`src/rtl/pipeline_stall_controller.sv`:
```
`default_nettype none
// ============================================================================
// Module      : pipeline_stall_controller
// Description : Merges load-use, branch and data-memory handshake events into
//               per-stage write-enable / flush / bubble controls.
// Revision    : 1.0 - initial release
// ============================================================================
module pipeline_stall_controller #(
    parameter int TIMEOUT_CYC = 64,
    parameter int CNT_W       = 32
) (
    input  logic             clk_i,
    input  logic             rst_i,
    input  logic             hazard_stall_i,
    input  logic             branch_taken_i,
    input  logic             mem_req_i,
    input  logic             mem_ack_i,
    output logic             pc_write_o,
    output logic             if_id_write_o,
    output logic             if_id_flush_o,
    output logic             id_ex_bubble_o,
    output logic             ex_mem_write_o,
    output logic             mem_wb_write_o,
    output logic             mem_start_o,
    output logic [CNT_W-1:0] stall_cnt_o,
    output logic             timeout_o
);

    localparam int c_WAIT_W = (TIMEOUT_CYC > 2) ? $clog2(TIMEOUT_CYC) : 1;
    localparam logic [c_WAIT_W-1:0] c_WAIT_MAX = c_WAIT_W'(TIMEOUT_CYC - 1);

    typedef enum logic [1:0] {
        RUN      = 2'd0,
        MEM_WAIT = 2'd1,
        MEM_DONE = 2'd2,
        ERROR    = 2'd3
    } state_t;

    state_t              r_state;
    state_t              w_nextState;
    logic [c_WAIT_W-1:0] r_waitCnt;
    logic [CNT_W-1:0]    r_stallCnt;
    logic                r_timeout;

    logic w_pcWrite, w_ifIdWrite, w_ifIdFlush, w_idExBubble;
    logic w_exMemWrite, w_memWbWrite, w_memStart;
    logic w_waitClr, w_setTimeout;

    always_ff @(posedge clk_i or posedge rst_i) begin
        if (rst_i) begin
            r_state    <= RUN;
            r_waitCnt  <= '0;
            r_stallCnt <= '0;
            r_timeout  <= 1'b0;
        end else begin
            r_state <= w_nextState;
            if (w_waitClr)
                r_waitCnt <= '0;
            else if (r_state == MEM_WAIT)
                r_waitCnt <= r_waitCnt + c_WAIT_W'(1);
            if (!w_pcWrite && (r_stallCnt != '1))
                r_stallCnt <= r_stallCnt + CNT_W'(1);
            if (w_setTimeout)
                r_timeout <= 1'b1;
        end
    end

    always_comb begin
        w_nextState  = r_state;
        w_pcWrite    = 1'b0;
        w_ifIdWrite  = 1'b0;
        w_ifIdFlush  = 1'b0;
        w_idExBubble = 1'b0;
        w_exMemWrite = 1'b0;
        w_memWbWrite = 1'b0;
        w_memStart   = 1'b0;
        w_waitClr    = 1'b0;
        w_setTimeout = 1'b0;
        case (r_state)
            RUN, MEM_DONE: begin
                // MEM_DONE ignores mem_req_i so the finished access is not relaunched
                if ((r_state == RUN) && mem_req_i) begin
                    w_memStart  = 1'b1;
                    w_waitClr   = 1'b1;
                    w_nextState = MEM_WAIT;
                end else begin
                    w_pcWrite    = 1'b1;
                    w_ifIdWrite  = 1'b1;
                    w_exMemWrite = 1'b1;
                    w_memWbWrite = 1'b1;
                    // Load-use beats branch: the branch operand is not ready yet
                    if (hazard_stall_i) begin
                        w_pcWrite    = 1'b0;
                        w_ifIdWrite  = 1'b0;
                        w_idExBubble = 1'b1;
                    end else if (branch_taken_i) begin
                        w_ifIdFlush = 1'b1;
                    end
                    if (r_state == MEM_DONE)
                        w_nextState = RUN;
                end
            end
            MEM_WAIT: begin
                if (mem_ack_i) begin
                    w_nextState = MEM_DONE;
                end else if (r_waitCnt == c_WAIT_MAX) begin
                    w_nextState  = ERROR;
                    w_setTimeout = 1'b1;
                end
            end
            ERROR: begin
                w_nextState = ERROR;
            end
            default: begin
                w_nextState = RUN;
            end
        endcase
    end

    assign pc_write_o     = w_pcWrite    & ~rst_i;
    assign if_id_write_o  = w_ifIdWrite  & ~rst_i;
    assign if_id_flush_o  = w_ifIdFlush  & ~rst_i;
    assign id_ex_bubble_o = w_idExBubble & ~rst_i;
    assign ex_mem_write_o = w_exMemWrite & ~rst_i;
    assign mem_wb_write_o = w_memWbWrite & ~rst_i;
    assign mem_start_o    = w_memStart   & ~rst_i;
    assign stall_cnt_o    = r_stallCnt;
    assign timeout_o      = r_timeout;

endmodule
`default_nettype wire

```
`config.mk`:
```
export PLATFORM = sky130hd
export DESIGN_NAME = pipeline_stall_controller
export DESIGN_NICKNAME = d
export VERILOG_FILES = /design/src/rtl/pipeline_stall_controller.sv
export SDC_FILE = /design/constraint.sdc
export NUM_CORES = 1
export LEC_CHECK = 0
export ABC_AREA = 1
export CAP_MARGIN = 20
export CELL_PAD_IN_SITES_DETAIL_PLACEMENT = 0
export CELL_PAD_IN_SITES_GLOBAL_PLACEMENT = 2
export CORE_MARGIN = 1
export CORE_UTILIZATION = 29
export CTS_CLUSTER_DIAMETER = 30
export CTS_CLUSTER_SIZE = 14
export DETAILED_ROUTE_END_ITERATION = 10
export MAX_ROUTING_LAYER = met4
export PLACE_DENSITY_LB_ADDON = 0.1
export SYNTH_ARGS = -nofsm -noshare
export SYNTH_HDL_FRONTEND = slang
export SYNTH_SLANG_ARGS = --single-unit
```
`constraint.sdc`:
```
create_clock -name clk_i -period 2.05 [get_ports clk_i]
set_clock_uncertainty 0.15 [all_clocks]
set_input_delay 0.205 -clock clk_i [delete_from_list [all_inputs] [get_ports clk_i]]
set_output_delay 0.205 -clock clk_i [all_outputs]
set_load 0.02 [all_outputs]
```
==> impl_results.md, run 1 <==
* Die area at 9833 µm²
* CP endpoint kind: output port
* PwrDens at 798.9 nW/µm²
* Dpl cells at 581
* Post-route ant nets at 0
* Delay-heaviest family, CP: buffers and inverters
* Crit-path slowest cell: dfrtp_1
* CTS buffer count at 5
* Synth top area share at 37.48%
* Share of cells above drive strength 1 at 8.577%
* DR WL/cell at 13.14 µm
* Setup TNS at 0 ns
* Ys async rst share at 100.0%
* Req. time, crit path at 1.69 ns
* Clock Pin Slew Worst Setup and Hold Paths at 0.09 ns
* CTS tree: built
* Final wirelength at 7737 µm
* Grt ovf at 0
* Fin cells at 589
* Hold buffers post-CTS at 0
* Post-CTS Resized at 7
* I/O pins at 46
* DR DRC count at 0
* RSZ-0062 raised after global routing: false
* Maximum vdd drop at 0.0003808 V
* CTS H-tree depth at 2
* Outcome: finished clean
* Mean Syn Cell Area at 6.565 µm²
* Total core area at 9196 µm²
* # rows at 35
* Initial antenna violation count at 0
* Worst Tran Pin Value at 0.4038 ns
* Post-synth EDFFs at 0
* Syn_nets at 425
* Chip width at 99.16 µm
* CTS root buffer: clkbuf_8
* Cells along the critical path: inv_1 > nand3_2 > nor3b_1 > dlygate4sd2_1
* Critical Path Source Type: flip-flop
* Crit-path max FO at 4
* Core Util, Final at 37.88%
* Worst skew pair latency at 0.30 ns
* Worst hold path class: input port to asynchronous set/reset pin
* Seq/Total Area, Yosys at 37.48%
* Final Hold Fails at 0
* Largest cells by area after synthesis: dfrtp_1, nand2_1, nor2_1
* Worst reg2reg path depth at 9
* Port bufs at 45
* Drt via density at 4.520
* Final min period at 1.865 ns
* Max-Cap Viols at 0
* Top post-synthesis cells by count: nand2_1, nor2_1, dfrtp_1
* Area leader, netlist: dfrtp_1
* Max_slew headroom at 72.83%
* Setup Viol. Count Final at 0
* TritonRoute pass-1 iters at 5
* Clock Path Buffers at 2
* First DRT Iteration DRCs at 93
* Max frequency at 536.1 MHz
* Main synth FF type: dfrtp_1
* Crit path arrival time at 1.51 ns
* Post-CTS setup buffers at 0
* DR vias at 2,662
* Stages on worst setup path at 4
* Pin count of the biggest net entering global routing at 42
* Area grow syn2layout at 27.24%
* Post-Syn Instances at 417
* Max-slew violations at 0
* Post-Place Worst Slack at 0.04887 ns
* Tcrit/Tclk final at 90.98%
* Total Nets Final at 485
* GRT Total Usage at 17.54%
* Synth warn at 0
* Most frequent cell after synthesis: nand2_1
* Die Span Y at 99.16 µm
* Ant. Diodes at 0
* Post-Syn Area at 2738 µm²
* Crit-path max cell delay at 0.41 ns
* Leakage at 1.714 nW
* Placer Congestion at 0.7808
* Setup ws final at 0.1848 ns
* Clock Sinks at 41
* Hold WS at 0.2471 ns
* Crit path kind: flip-flop to output port
* Synth unique cells at 29
* First-pass GRT wire length at 12,990 µm
* WP buf/inv at 2
* Starting density of the core at 29.77%
* Post-DP HPWL at 5912 µm
* Vias in the first global route at 2,577
* Seq cells post-synth at 41
[through the flow]
step           instance area [µm²]  power (mW)
6_report                      3483       2.783
5_1_grt                       3483       2.978
4_1_cts                       3483       2.842
3_3_place_gp                  3377       2.137
2_1_floorplan                 2738       1.761
3_5_place_dp                  3377       2.142
[cells by family after synthesis]
group / Yosys count / synth area share (%)
buf+inv: 45 / 8.089
xor+xnor: 14 / 4.479
fa+ha+maj: 2 / 0.9139
compound gates: 11 / 2.331
flops: 41 / 37.48
simple gates: 304 / 46.71
[flip-flops by register name, indices dropped and copies added (netlist names)]
name	cells
stall_cnt_o	32
timeout_o	1
r_state	2
r_waitCnt	6
[where the power goes]
group          switching [mW]  leakage [nW]  internal, mW
Sequential              0.104         0.557         0.922
Combinational           0.650          1.10         0.405
Clock                   0.337        0.0543         0.365
[tightest hold or removal path: cells and delay by family]
| family | cells | cell delay (ns) |
|---|---|---|
| buffers and inverters | 3 | 0.88 |
[cells in the final DEF (no fill, tap or decap), types with 2 or more instances in the layout]
cell type          n
dfrtp_1           41
xnor2_1            5
nor3_1             3
nand2_2            3
buf_4             15
ha_1               2
inv_1             35
clkbuf_8           5
nand3_1           19
xor2_1             9
dlygate4sd2_1      7
nor2_2             5
o21ai_0            7
nand2_1          205
clkdlybuf4s50_1   38
a21oi_1            2
nor2_1            57
nand2_4            2
[worst paths after layout]
path,from,to,slack [ns]
setup / recovery,r_state[0],if_id_flush_o,0.18
hold / removal,rst_i,stall_cnt_o[27],0.25
setup reg to reg,stall_cnt_o[0],stall_cnt_o[27],0.21
hold reg to reg,timeout_o,timeout_o,0.32
max in group asynchronous,rst_i,stall_cnt_o[19],1.30
min in group clk_i,timeout_o,timeout_o,0.32
[per-layer routing]
metal	vias up	GRT usage (%)	wire, µm
met2	40	29.32	3621
met1	1232	22.81	3864
met5	-	-	0
met4	0	3.733	62
li1	1384	-	-
met3	6	2.319	188
[area by class of cell]
type | instances | area (µm²)
clock buffers | 5 | 68.82
clock inverters | 3 | 46.29
fillers | 1034 | 5713
inverters | 37 | 138.9
multi-input cells | 331 | 1490
flip-flops and latches | 41 | 1026
well taps | 111 | 138.9
repair buffers | 61 | 574.3
No activity file was read; power rests on OpenSTA's default activity.
==> run 2: changes to the inputs <==
--- a/config.mk
+++ b/config.mk
@@ -5,12 +5,12 @@
 export SDC_FILE = /design/constraint.sdc
 export NUM_CORES = 1
 export LEC_CHECK = 0
-export ABC_AREA = 1
+export ABC_AREA = 0
 export CAP_MARGIN = 20
 export CELL_PAD_IN_SITES_DETAIL_PLACEMENT = 0
 export CELL_PAD_IN_SITES_GLOBAL_PLACEMENT = 2
 export CORE_MARGIN = 1
-export CORE_UTILIZATION = 29
+export CORE_UTILIZATION = 31
 export CTS_CLUSTER_DIAMETER = 30
 export CTS_CLUSTER_SIZE = 14
 export DETAILED_ROUTE_END_ITERATION = 10
==> impl_results.md, run 2 <==
* Area leader, netlist: dfrtp_1
* Ys async rst share at 100.0%
* Grt ovf at 0
* Fin cells at 393
* Total core area at 6422 µm²
* Reg2Reg Launch Point: stall_cnt_o[0]
* TritonRoute pass-1 iters at 7
* Critical Path Source Type: flip-flop
* DR WL/cell at 14.26 µm
* Seq cells post-synth at 41
* Max_slew headroom at 72.70%
* Starting density of the core at 32.34%
* Switch share at 34.24%
* First DRT Iteration DRCs at 62
* Syn_nets at 216
* Flop2flop setup slack at -0.1 ns
* Hold buffers post-CTS at 0
* # fillers at 588
* Worst skew pair latency at 0.30 ns
* Initial antenna violation count at 0
* # rows at 29
* Die area at 7032 µm²
* Crit-path max FO at 3
* Final Hold Fails at 0
* Chip width at 83.86 µm
* Pin count of the biggest net entering global routing at 42
* Worst reg2reg path depth at 6
* Seq/Total Area, Yosys at 49.40%
* Clock Pin Slew Worst Setup and Hold Paths at 0.08 ns
* Vias in the first global route at 1,919
* Post-synth EDFFs at 0
* Share of cells above drive strength 1 at 34.49%
* CP endpoint kind: flip-flop
* CTS tree: built
* Setup ws final at -0.09671 ns
* Setup Viol. Count Final at 10
* Largest cells by area after synthesis: dfrtp_1, xor2_1, xnor2_1
* Leakage at 1.502 nW
* Mean Syn Cell Area at 9.986 µm²
* Max frequency at 465.8 MHz
* Top post-synthesis cells by count: dfrtp_1, nand2_1, nand3_1
* Max-Cap Viols at 0
* Worst Tran Pin Value at 0.4072 ns
* Ant. Diodes at 0
* Post-Syn Area at 2077 µm²
* Synth unique cells at 37
* Die Span Y at 83.86 µm
* Largest register FFs at 32
* Placer Congestion at 0.7588
* Post-DP HPWL at 4147 µm
* First-pass GRT wire length at 9404 µm
* Area grow syn2layout at 61.14%
* CTS H-tree depth at 2
* Worst hold path class: flip-flop to flip-flop
* Final wirelength at 5603 µm
* Crit path kind: flip-flop to flip-flop
* DR DRC count at 8
* Final Power at 3.114 mW
* CTS root buffer: clkbuf_8
* Crit path arrival time at 2.19 ns
* Share of total power in sequential cells at 36.2%
* Clk pwr share at 22.0%
* Post-Syn Instances at 208
* CTS buffer count at 5
* FF-to-FF End: stall_cnt_o[1]
* Total Nets Final at 323
* DR vias at 1,923
* Setup TNS at -0.5272 ns
* Clock Path Buffers at 2
* Post-route ant nets at 0
* Final min period at 2.147 ns
* Main synth FF type: dfrtp_1
* Tcrit/Tclk final at 104.7%
* Synth top area share at 49.40%
* Max-slew violations at 0
* Combinational fraction of design power at 41.8%
* Post-Place Worst Slack at -0.1576 ns
* GRT Total Usage at 17.65%
* Outcome: finished with violations
* Drt via density at 4.893
* Cell Int Power at 2.048 mW
* Core Util, Final at 52.11%
* CP Capture Point: stall_cnt_o[1]
* Synth warn at 0
* Maximum vdd drop at 0.0005790 V
* Port bufs at 45
* RSZ-0062 raised after global routing: true
* Req. time, crit path at 2.09 ns
* Clock Sinks at 41
* Most frequent cell after synthesis: dfrtp_1
* PwrDens at 930.4 nW/µm²
* Commonest cells after routing, fill and taps aside: buf_4, clkdlybuf4s50_1, dfrtp_1
* Commonest non-fill, non-tap cell in the layout: buf_4
* I/O pins at 46
* Failing checks: design-rule violations, negative setup slack
* Sw Pwr at 1.066 mW
* Crit path from: stall_cnt_o[0]
* Dpl cells at 383
run 2: cell types whose count changed in the layout (fill, tap and decap cells not counted), moves of 6 or more:
cell / delta
xor2_1: +8
dfrtp_1: -11
nor3_1: +7
dfrtp_2: +11
buf_4: +44
inv_1: -34
nand4_1: +12
nand2_1: -188
nand3_1: -6
nor2_1: -40
run 2: cell families (layout without fill, tap and decap cells):
| group | count (synthesis) | in the layout | synth area share, % |
|---|---|---|---|
| xor gates and xnor gates | 28 | 28 | 11.81 |
| adders and majority gates | 2 | 2 | 1.205 |
| and+or+nand+nor | 111 | 111 | 28.98 |
| DFF | 41 | 41 | 49.40 |
| buffers and inverters | 9 | 117 | 2.469 |
| AOI/OAI and AO/OA | 12 | 12 | 3.374 |
| muxes | 5 | 5 | 2.771 |
run 2: layout make-up:
cell class | instances | area, µm² | share of cell area [%]
Sequential cell | 41 | 1040 | 31.07
Clock buffer | 7 | 86.33 | 2.579
Multi-Input combinational cell | 158 | 1147 | 34.28
Inverter | 1 | 3.754 | 0.1121
Tap cell | 77 | 96.34 | 2.879
Timing Repair Buffer | 108 | 943.4 | 28.19
Clock inverter | 1 | 30.03 | 0.8972
run 2: timing repair:
action / in CTS / in global routing
cloned: 0 / 0
pin swaps: 14 / 7
setup endpoints to repair: 28 / 29
buffers inserted: 3 / 1
resized for setup: 20 / 13
run 2: power by group through the flow:
stage,registers [mW],logic [mW],clock network [mW]
finish,1.13,1.30,0.685
global route,1.15,1.41,0.743
CTS,1.12,1.27,0.704
detailed placement,1.14,1.22,0
global placement,1.13,1.22,0
floorplan,1.27,0.485,0
run 2: metrics by stage:
| stage | area [µm²] | hold WS [ns] |
|---|---|---|
| after global routing | 3347 | 0.3651 |
| final | 3347 | 0.3322 |
| after CTS | 3282 | 0.3382 |
| after detailed placement | 3084 | 0.3274 |
| after global placement | 3084 | 0.2997 |
| after floorplan | 2115 | 0.1400 |
run 2: critical path, cell delays in order, from the launching register on:
cell     delay (ns)
dfrtp_2        0.39
ha_4           0.16
nand3_4        0.07
or3_4          0.35
or4_4          0.54
nand2_4        0.09
mux2_4         0.29
run 2: worst min-delay path by stage:
stage	slack, ns	end	cells after the start	from
after floorplan	0.14	r_state[0]	1	mem_ack_i
final	0.33	timeout_o	1	timeout_o
after global routing	0.37	timeout_o	1	timeout_o
after detailed placement	0.33	timeout_o	1	timeout_o
after global placement	0.30	timeout_o	1	timeout_o
after CTS	0.34	r_waitCnt[5]	1	r_waitCnt[5]
run 2: routing by layer:
layer | track usage, % | wire length (µm) | vias up
met2 | 26.68 | 2590 | 43
met4 | 6.113 | 76 | 0
met1 | 23.96 | 2724 | 917
met3 | 3.066 | 211 | 8
li1 | - | - | 955
met5 | - | 0 | -
